<file path="src/rtl/alu_cmd_sequencer.sv">
// Command front end for alu_top: accepts one command, pulses start, waits for a done rising
// edge (or watchdog expiry) and returns the captured result on a valid/ready response channel.
module alu_cmd_sequencer #(
  parameter int unsigned TIMEOUT_CYCLES = 64
) (
  input  logic        clk,
  input  logic        reset,
  // Command channel
  input  logic        cmd_valid,
  output logic        cmd_ready,
  input  logic [2:0]  cmd_op,
  input  logic [7:0]  cmd_a,
  input  logic [7:0]  cmd_b,
  // ALU side
  output logic        alu_start,
  output logic [2:0]  alu_op,
  output logic [7:0]  alu_in_a,
  output logic [7:0]  alu_in_b,
  input  logic        alu_done,
  input  logic [15:0] alu_result,
  // Response channel
  output logic        rsp_valid,
  input  logic        rsp_ready,
  output logic [15:0] rsp_result,
  output logic [2:0]  rsp_op,
  output logic        rsp_timeout,
  // Status
  output logic        busy,
  output logic [7:0]  rsp_count
);

  if (TIMEOUT_CYCLES < 2 || TIMEOUT_CYCLES > 255) begin : g_bad_timeout
    $error("TIMEOUT_CYCLES must be within 2..255");
  end

  localparam logic [7:0] WdLast = 8'(TIMEOUT_CYCLES - 1);

  typedef enum logic [1:0] {
    StIdle,
    StIssue,
    StWait,
    StResp
  } state_e;

  state_e      state_q, state_d;
  logic [2:0]  op_q, op_d;
  logic [7:0]  a_q, a_d;
  logic [7:0]  b_q, b_d;
  logic        done_prev_q;
  logic [7:0]  wd_q, wd_d;
  logic [15:0] res_q, res_d;
  logic [2:0]  rsp_op_q, rsp_op_d;
  logic        rsp_to_q, rsp_to_d;
  logic [7:0]  cnt_q, cnt_d;
  logic        done_rise;

  // Only an edge counts, so a done level left over from the last operation is ignored.
  assign done_rise = alu_done & ~done_prev_q;

  always_comb begin
    state_d  = state_q;
    op_d     = op_q;
    a_d      = a_q;
    b_d      = b_q;
    wd_d     = wd_q;
    res_d    = res_q;
    rsp_op_d = rsp_op_q;
    rsp_to_d = rsp_to_q;
    cnt_d    = cnt_q;

    unique case (state_q)
      StIdle: begin
        if (cmd_valid) begin
          op_d    = cmd_op;
          a_d     = cmd_a;
          b_d     = cmd_b;
          state_d = StIssue;
        end
      end
      StIssue: begin
        wd_d    = '0;
        state_d = StWait;
      end
      StWait: begin
        // Completion takes priority over a watchdog expiry in the same cycle.
        if (done_rise) begin
          res_d    = alu_result;
          rsp_op_d = op_q;
          rsp_to_d = 1'b0;
          state_d  = StResp;
        end else if (wd_q == WdLast) begin
          res_d    = '0;
          rsp_op_d = op_q;
          rsp_to_d = 1'b1;
          state_d  = StResp;
        end else begin
          wd_d = wd_q + 8'd1;
        end
      end
      StResp: begin
        if (rsp_ready) begin
          cnt_d   = cnt_q + 8'd1;
          state_d = StIdle;
        end
      end
      default: state_d = StIdle;
    endcase
  end

  always_ff @(posedge clk or negedge reset) begin
    if (!reset) begin
      state_q     <= StIdle;
      op_q        <= '0;
      a_q         <= '0;
      b_q         <= '0;
      done_prev_q <= 1'b0;
      wd_q        <= '0;
      res_q       <= '0;
      rsp_op_q    <= '0;
      rsp_to_q    <= 1'b0;
      cnt_q       <= '0;
    end else begin
      state_q     <= state_d;
      op_q        <= op_d;
      a_q         <= a_d;
      b_q         <= b_d;
      done_prev_q <= alu_done;
      wd_q        <= wd_d;
      res_q       <= res_d;
      rsp_op_q    <= rsp_op_d;
      rsp_to_q    <= rsp_to_d;
      cnt_q       <= cnt_d;
    end
  end

  assign cmd_ready   = (state_q == StIdle);
  assign alu_start   = (state_q == StIssue);
  assign rsp_valid   = (state_q == StResp);
  assign busy        = (state_q != StIdle);
  assign alu_op      = op_q;
  assign alu_in_a    = a_q;
  assign alu_in_b    = b_q;
  assign rsp_result  = res_q;
  assign rsp_op      = rsp_op_q;
  assign rsp_timeout = rsp_to_q;
  assign rsp_count   = cnt_q;

  a_ready_valid_exclusive: assert property (
    @(posedge clk) disable iff (!reset) !(cmd_ready && rsp_valid));

  a_start_single_cycle: assert property (
    @(posedge clk) disable iff (!reset) alu_start |=> !alu_start);

endmodule

</file>
<file path="config.mk">
export PLATFORM = sky130hd
export DESIGN_NAME = alu_cmd_sequencer
export DESIGN_NICKNAME = d
export VERILOG_FILES = /design/src/rtl/alu_cmd_sequencer.sv
export SDC_FILE = /design/constraint.sdc
export NUM_CORES = 1
export LEC_CHECK = 0
export ABC_CLOCK_PERIOD_IN_PS = 2740
export BUFFER_PORTS_ARGS = -buffer_cell sky130_fd_sc_hd__buf_2
export CAP_MARGIN = 0
export CORE_AREA = 5 5 77 79
export DETAILED_ROUTE_END_ITERATION = 6
export DIE_AREA = 0 0 82 84
export PLACE_DENSITY_LB_ADDON = 0.15
export SLEW_MARGIN = 20
export SYNTH_ARGS = -nofsm -noshare
export SYNTH_HDL_FRONTEND = slang
export SYNTH_SLANG_ARGS = --single-unit
</file>
<file path="constraint.sdc">
create_clock -name clk -period 2.74 [get_ports clk]
set_clock_uncertainty 0.2 [all_clocks]
set_input_delay 0.411 -clock clk [delete_from_list [all_inputs] [get_ports clk]]
set_output_delay 0.411 -clock clk [all_outputs]
set_load 0.02 [all_outputs]
</file>
==> results.cfg, run 1 <==
[run_status]
status = finished clean

[drt]
highest_layer = met4
dr_total_vias = 1836
wl_per_cell_um = 14.5
firstDrtPassIters = 4
wl_met1_mm = 2.29
wirelength_mm = 5.28
viasPerCell = 5.03
wl_met3_um = 368
drtIter0Drc = 115
antenna_left = 0
drc = 0
wl_met2_mm = 2.52

[clocking]
clock-sinks = 58
root_buffer = clkbuf_8
cts_tree = yes
post_cts_buffers = 0
clk_pin_slew_ns = 0.07
clk_latency_ns = 0.33
clockBufferDepth = 2
h-tree-depth = 3
cts_buffers = 9

[place]
preCtsSetupSlack_ns = 0.448
dp.cells = 347
placed_cell_area_sq_mm = 0.00297
gp_congestion = 0.783
io_buffers = 90
detailed_place_hpwl_mm = 3.86

[critical_path]
startpoint = wd_q[0]
cp_cell_sequence = ha_1 > and3_1 > a311o_1 > or4b_1 > o211ai_2
setup.worst_path.start_class = flop
required_ns = 2.80
endpoint_kind = flop
cpLargestDelayFamily = simple AND/OR/NAND/NOR gates
path_class = flop to flop
rr_startpoint = wd_q[0]
crit_end = wd_q[7]
cp.depth = 5
reg2reg_slack_ns = 0.42
cpPeakStageDelay_ns = 0.52
slowest_stage = or4b_1
regToRegEndpoint = wd_q[7]
crit_arrival_ns = 2.37
rr_worst_depth = 5
cp_max_fo = 10
critPathBufInv = 0

[final_layout]
instances_no_fill = 365
syn_to_final_growth_pct = 32.6
drive_above_1_share_pct = 48.1
final_nets = 335
n_antenna_cell = 0
final_area_sq_mm = 0.00320

[synth]
synth-xor-area-share_pct = 2.54
synth-compound-area-share_pct = 11.2
avgSynthCellArea_sq_um = 13.0
async_flop_share_pct = 100
yosysUniqueCellTypes = 31
synth_largest_area_cell = dfrtp_1
ys_top_cells_by_area = dfrtp_1 (60%), mux2_2 (11%), a22o_1 (5.8%)
synthCells = 185
synth_fa_ha_area_share_pct = 3.63
yosys_warnings = 0
synth_top_area_share_pct = 60.2
synth_flop_cell = dfrtp_1
synthesis.area_sq_mm = 0.00241
synth_edf_count = 0
synth_top_family_by_area = multiplexers
synthMuxAreaShare_pct = 11.6
seq_area_frac_synth_pct = 60.2
synthSimpleGateAreaFrac_pct = 7.68
ys_seq_elements = 58
syn_nets = 232

[global_routing]
grtUsageTotal_pct = 17.0
grt_max_degree = 32
grt_antenna_before_repair = 0
grt_overflow = 0
first_global_vias = 1955
grt_pass1_wl_mm = 8.96

[timing]
min_period_ns = 2.32
relSlewSlack_pct = 68.6
rsz0062_at_grt = false
hold_viol = 0
fmax_mhz = 431
fin_crit_sh_pct = 84.6
setup_viol = 0
worstMarginPinSlew_ns = 0.469
slew_violations = 0
setup_tns_ns = 0
layout_setup_ws_ns = 0.422

[die]
fp.dieH_um = 84
die_area_sq_mm = 0.00689
io_pins = 91
placementRows = 27
core_sq_mm = 0.00527
start_util_pct = 45.8
die_w_um = 82

[pwr]
p_leak_nw = 1.65
peakVddDrop_uv = 647
powerDensity_mw_per_mm2 = 1200

[job]
maxCapViolations = 0

[worst_hold_path]
hold_path_class = input pin to flop
[cells in the final DEF (no fill, tap or decap), types with 2 or more instances in the layout]
cell type       n
buf_2          90
dfrtp_1        58
mux2_2         23
a22o_1         16
nand2_1        12
nand3_1        11
clkbuf_8       11
inv_1           9
buf_4           8
ha_1            7
nor2_1          6
o21ai_0         6
xnor2_1         5
clkinv_2        3
and3_1          2
xor2_1          2
a31oi_1         2
o31ai_1         2
mux2i_1         2
dlygate4sd3_1   2
[final cells by class]
class	instances	area (sq um)
clock buffer	11	151
sequential	58	1450
timing repair buffer	100	531
tap	72	90.1
fill	428	2070
inverter	9	33.8
multi-input combinational	110	888
clock inverter	5	52.6
[sequential cells by signal (all words and copies together) (netlist names)]
| register | count |
|---|---|
| alu_in_a | 8 |
| alu_in_b | 8 |
| alu_op | 3 |
| done_prev_q | 1 |
| rsp_count | 8 |
| rsp_op | 3 |
| rsp_result | 16 |
| rsp_timeout | 1 |
| state_q | 2 |
| wd_q | 8 |
[routing by layer]
| layer | vias to the layer above | GRT usage (%) |
|---|---|---|
| met5 | - | 0 |
| met2 | 60 | 25.7 |
| met1 | 896 | 22.1 |
| met3 | 9 | 5.40 |
| li1 | 871 | - |
| met4 | 0 | 7.70 |
[kinds of logic after synthesis]
logic type,count (synthesis)
flip-flops,58
AND/OR/NAND/NOR,37
multiplexers,25
AO/OA/AOI/OAI,34
XOR/XNOR,7
adder cells (fa/ha/maj),7
buffers and inverters,17
[power by group]
group          switching (mW)  leakage, nW  internal, mW
sequential              0.220        0.724          1.21
combinational           0.943        0.819         0.665
clock                   0.329        0.105         0.464
[per-stage QoR]
stage | hold WS, ns | total power [mW] | util, %
2_1_floorplan | -0.0846 | 2.53 | -
3_3_place_gp | 0.248 | 3.04 | 56.4
3_5_place_dp | 0.246 | 3.07 | 56.4
4_1_cts | 0.0915 | 3.88 | 60.7
5_1_grt | 0.0879 | 4.09 | 60.7
6_report | 0.101 | 3.83 | 60.7
[repair_timing]
action,in CTS,in global routing
gates resized for setup,0,0
hold buffers,2,0
hold endpoints to repair,59,0
[cells in the mapped netlist (all sizes together) (2+ instances only)]
| cell | instances |
|---|---|
| o21ai | 6 |
| a22o | 16 |
| clkbuf | 5 |
| buf | 3 |
| xor2 | 2 |
| a31oi | 3 |
| nand3 | 11 |
| mux2 | 23 |
| xnor2 | 5 |
| nor2 | 6 |
| and3 | 2 |
| inv | 9 |
| mux2i | 2 |
| nand2 | 12 |
| dfrtp | 58 |
| o31ai | 2 |
| ha | 7 |
[worst reg2reg max path: cells and delay by family, from the launching register on]
kind,cells,cell delay (ns)
and+or+nand+nor,2,0.79
AOI/OAI and AO/OA,2,0.59
DFF,1,0.42
adders and majority gates,1,0.25
[worst min path at each step]
stage | to | start | cells past startpoint | slack (ns)
after global placement | wd_q[7] | reset | 2 | 0.25
final | rsp_result[14] | alu_result[14] | 2 | 0.10
after CTS | rsp_result[14] | alu_result[14] | 2 | 0.09
after detailed placement | wd_q[7] | reset | 2 | 0.25
after floorplan | alu_in_a[0] | reset | 0 | -0.08
after global routing | rsp_result[0] | alu_result[0] | 2 | 0.09
Note: power is estimated with default switching activity, not from simulation.
==> inputs of run 2 (changes only) <==
--- a/config.mk
+++ b/config.mk
@@ -5,12 +5,12 @@
 export SDC_FILE = /design/constraint.sdc
 export NUM_CORES = 1
 export LEC_CHECK = 0
-export ABC_CLOCK_PERIOD_IN_PS = 2740
+export ABC_CLOCK_PERIOD_IN_PS = 2000
 export BUFFER_PORTS_ARGS = -buffer_cell sky130_fd_sc_hd__buf_2
 export CAP_MARGIN = 0
-export CORE_AREA = 5 5 77 79
+export CORE_AREA = 5 5 81 83
 export DETAILED_ROUTE_END_ITERATION = 6
-export DIE_AREA = 0 0 82 84
+export DIE_AREA = 0 0 86 88
 export PLACE_DENSITY_LB_ADDON = 0.15
 export SLEW_MARGIN = 20
 export SYNTH_ARGS = -nofsm -noshare
==> constraint.sdc (replaced) <==
create_clock -name clk -period 2 [get_ports clk]
set_clock_uncertainty 0.2 [all_clocks]
set_input_delay 0.3 -clock clk [delete_from_list [all_inputs] [get_ports clk]]
set_output_delay 0.3 -clock clk [all_outputs]
set_load 0.02 [all_outputs]
==> results.cfg, run 2 (synthesis gave the netlist of run 1 again) <==
[clocking]
root_buffer = clkbuf_8
clockBufferDepth = 2
cts_tree = yes
cts_buffers = 9
h-tree-depth = 3
clock-sinks = 58
clk_latency_ns = 0.32
clk_pin_slew_ns = 0.07

[critical_path]
required_ns = 2.06
rr_startpoint = state_q[1]
reg2reg_slack_ns = -0.04
crit_arrival_ns = 2.11
regToRegEndpoint = wd_q[3]
rr_worst_depth = 7
path_class = flop to flop
cp_max_fo = 4
setup.worst_path.start_class = flop
endpoint_kind = flop

[worst_hold_path]
worstHoldEndpoint = alu_op[0]
holdPathStages = 2
hold_path_class = input pin to flop
hold_path.startpoint = cmd_op[0]

[die]
start_util_pct = 41.7
fp.dieH_um = 88
die_w_um = 86
placementRows = 28
die_area_sq_mm = 0.00757
core_sq_mm = 0.00578
io_pins = 91

[global_routing]
grtUsageTotal_pct = 15.5
grt_max_degree = 59
grt_overflow = 0
grt_antenna_before_repair = 0
grt_pass1_wl_mm = 9.16
first_global_vias = 2009

[timing]
setup_viol = 2
fin_crit_sh_pct = 102
rsz0062_at_grt = true
slew_violations = 0
fmax_mhz = 490
worstMarginPinSlew_ns = 0.317
layout_setup_ws_ns = -0.0425
min_period_ns = 2.04
hold_viol = 0
relSlewSlack_pct = 78.7

[drt]
drtIter0Drc = 38
dr_total_vias = 1938
firstDrtPassIters = 4
wl_per_cell_um = 13.9
drc = 0
antenna_left = 0
wirelength_mm = 5.64
viasPerCell = 4.76

[place]
placed_cell_area_sq_mm = 0.00312
io_buffers = 90
dp.cells = 363
gp_congestion = 0.772
detailed_place_hpwl_mm = 3.93

[final_layout]
largest_register_ffs = 16
instances_no_fill = 407
syn_to_final_growth_pct = 52.0
drive_above_1_share_pct = 49.4
final_area_sq_mm = 0.00367
mostFrequentLayoutCells = buf_2 (90), dfrtp_1 (58), dlygate4sd3_1 (27)
n_fill_cell = 460
utilization_pct = 63.4
n_antenna_cell = 0
register_area_sq_mm = 0.00145
multiInputGateArea_sq_um = 926
final_nets = 374
mostFrequentLayoutCell = buf_2

[run_status]
violations = negative setup slack
status = complete, but fails checks

[pwr]
peakVddDrop_uv = 825
powerDensity_mw_per_mm2 = 1590
p_leak_nw = 1.86
power.total_mw = 5.85

[job]
maxCapViolations = 0
[run 2: cell types whose count changed in the layout (fill, tap and decap cells not counted), sizes merged]
cell	before	now
clkinvlp	1	0
buf	98	112
dlygate4sd3	2	27
bufinv	1	3
clkinv	3	2
[run 2: where the power goes]
group          switching [mW]  internal [mW]
sequential              0.287           1.66
clock                   0.440          0.891
combinational            1.40           1.17
total                    2.13           3.72
[run 2: final cells by class]
cell class                      count  area share, %
Clock inverter                      5           2.73
Tap cell                           75           2.56
Inverter                            9          0.921
Multi-Input combinational cell    110           25.2
Clock buffer                       11           4.13
Sequential cell                    58           39.6
Timing Repair Buffer              139           24.8
[run 2: through the flow]
step / setup TNS [ns] / hold WS (ns) / setup slack, ns
final: -0.0845 / 0.00418 / -0.0425
after global routing: -0.591 / 0.00949 / -0.106
after CTS: -0.0891 / -0.0989 / -0.0636
after detailed placement: -0.158 / 0.128 / -0.0867
after global placement: -0.0800 / 0.132 / -0.0437
after floorplan: -0.205 / -0.196 / -0.169
[run 2: worst max path at each step]
stage,start,to,slack (ns)
4_1_cts,state_q[1],wd_q[3],-0.06
6_report,state_q[1],wd_q[3],-0.04
3_3_place_gp,state_q[1],wd_q[3],-0.04
2_1_floorplan,state_q[0],wd_q[7],-0.17
5_1_grt,state_q[1],wd_q[3],-0.11
3_5_place_dp,state_q[1],wd_q[3],-0.09
[run 2: worst max-delay path: stages (launching register included)]
cell and delay [ns]:
dfrtp_1 0.41, inv_2 0.08, ha_4 0.26, inv_2 0.04, a311o_1 0.36, buf_4 0.15
or4_4 0.41, nand3_2 0.08
[run 2: repair_timing]
item | in CTS | in global routing
endpoints found under the setup margin | 2 | 10
resized for setup | 1 | 6
hold endpoints to repair | 84 | 1
hold buffers | 26 | 1
pin swaps | 3 | 3
buffers inserted | 2 | 0
[run 2: per-layer routing]
metal | GRT usage (%) | up-vias | part of all wire, %
met3 | 4.70 | 8 | 8.6
li1 | - | 953 | -
met1 | 19.3 | 912 | 41
met2 | 25.0 | 65 | 49
met4 | 6.76 | 0 | 1.5
met5 | 0 | - | 0
==> inputs of run 3 (changes only) <==
--- a/config.mk
+++ b/config.mk
@@ -12,6 +12,7 @@
 export DETAILED_ROUTE_END_ITERATION = 6
 export DIE_AREA = 0 0 86 88
 export PLACE_DENSITY_LB_ADDON = 0.15
+export SETUP_SLACK_MARGIN = 0.4
 export SLEW_MARGIN = 20
 export SYNTH_ARGS = -nofsm -noshare
 export SYNTH_HDL_FRONTEND = slang
==> results.cfg, run 3 (synthesis gave the netlist of run 1 again) <==
[global_routing]
first_global_vias = 2122
grt_antenna_before_repair = 0
grt_overflow = 0
grt_pass1_wl_mm = 10.1
grt_max_degree = 59
grtUsageTotal_pct = 17.3

[drt]
wirelength_mm = 6.97
dr_total_vias = 2091
viasPerCell = 4.92
drc = 0
firstDrtPassIters = 4
wl_per_cell_um = 16.4
antenna_left = 0
drtIter0Drc = 83

[critical_path]
slowest_stage = or4_1
endpoint_kind = flop
cpLargestDelayFamily = simple AND/OR/NAND/NOR gates
cp_max_fo = 3
setup.worst_path.start_class = flop
cp_cell_sequence = inv_2 > ha_4 > and3b_2 > a311o_1 > buf_6 > or4_1 > nand3_1
path_class = flop to flop
cpPeakStageDelay_ns = 0.39
required_ns = 2.07
critPathBufInv = 2
crit_arrival_ns = 2.09

[timing]
slew_violations = 0
hold_viol = 1
relSlewSlack_pct = 79.3
worstMarginPinSlew_ns = 0.310
setup_viol = 1
worst_hold_slack_ns = -0.00332
rsz0062_at_grt = true
fin_crit_sh_pct = 101
min_period_ns = 2.02
layout_setup_ws_ns = -0.0170
fmax_mhz = 496

[place]
dp.cells = 358
gp_congestion = 0.791
io_buffers = 90
detailed_place_hpwl_mm = 3.97
placed_cell_area_sq_mm = 0.00309

[clocking]
root_buffer = clkbuf_8
cts_tree = yes
clockBufferDepth = 2
clock-sinks = 58
cts_buffers = 9
h-tree-depth = 3
clk_pin_slew_ns = 0.06
clk_latency_ns = 0.34

[die]
core_sq_mm = 0.00578
placementRows = 28
io_pins = 91
fp.dieH_um = 88
start_util_pct = 41.7
die_w_um = 86
die_area_sq_mm = 0.00757

[final_layout]
largest_register_ffs = 16
utilization_pct = 70.5
final_nets = 394
final_area_sq_mm = 0.00407
instances_no_fill = 425
multiInputGateArea_sq_mm = 0.00114
n_antenna_cell = 0
mostFrequentLayoutCell = buf_2
n_fill_cell = 397
drive_above_1_share_pct = 58.0
mostFrequentLayoutCells = buf_2 (86), dfrtp_1 (57), dlygate4sd3_1 (30)
register_area_sq_mm = 0.00145
syn_to_final_growth_pct = 68.9

[pwr]
power.total_mw = 6.23
peakVddDrop_uv = 1020
powerDensity_mw_per_mm2 = 1530
p_leak_nw = 2.01

[worst_hold_path]
hold_path_class = input pin to flop

[run_status]
status = complete, but fails checks
violations = negative hold slack, negative setup slack

[job]
maxCapViolations = 0
[run 3: cell count changes in the layout (fill, tap and decap cells not counted), sizes merged]
cell | before | now
bufinv | 3 | 0
clkbuf | 11 | 15
dlygate4sd3 | 27 | 30
buf | 112 | 128
clkinv | 2 | 0
[run 3: path summary, 6_finish.rpt]
kind / startpoint / to / slack (ns) / cells after the start
max: state_q[0] / wd_q[3] / -0.02 / 7
min: alu_result[7] / rsp_result[7] / -0.003 / 2
max reg2reg: state_q[0] / wd_q[3] / -0.02 / 7
min reg2reg: rsp_result[13] / rsp_result[13] / 0.29 / 1
max in group asynchronous: reset / state_q[1] / 1.03 / 3
min in group asynchronous: reset / rsp_count[1] / 0.29 / 3
[run 3: cell type report]
class | count | area share, %
inverters | 9 | 0.952
repair buffers | 159 | 29.5
flip-flops and latches | 58 | 35.7
clock buffers | 14 | 3.75
well taps | 75 | 2.30
multi-input cells | 110 | 27.9
[run 3: timing repair]
action	CTS	global route
setup endpoints to repair	55	56
pin swaps	9	10
cloned	1	1
resized for setup	43	39
endpoints found under the hold margin	84	4
hold buffers	26	4
buffers inserted	15	6
[run 3: power breakdown]
part / total [mW] / internal [mW] / leakage, nW / switching, mW
sequential: 1.98 / 1.66 / 0.723 / 0.316
combinational: 3.37 / 1.65 / 1.21 / 1.72
clock: 0.881 / 0.471 / 0.0766 / 0.410
total: 6.23 / 3.78 / 2.01 / 2.45
[run 3: per-layer routing]
metal  wire length, um  up-vias  track usage, %
li1                  -      998               -
met1              2800     1018            20.3
met2              3660       67            29.6
met3               431        8            6.49
met4                74        0            5.18
met5                 0        -               0
[run 3: stage by stage]
step | setup slack, ns | TNS (ns)
after floorplan | -0.169 | -0.205
after global placement | -0.000980 | -0.000980
after detailed placement | -0.0406 | -0.0632
after CTS | 0.0178 | 0
after global routing | -0.0865 | -0.274
final | -0.0170 | -0.0170
[run 3: worst reg2reg max path, stage by stage, from the launching register on]
cell     delay (ns)
dfrtp_1        0.36
inv_2          0.08
ha_4           0.17
and3b_2        0.22
a311o_1        0.31
buf_6          0.13
or4_1          0.39
nand3_1        0.08
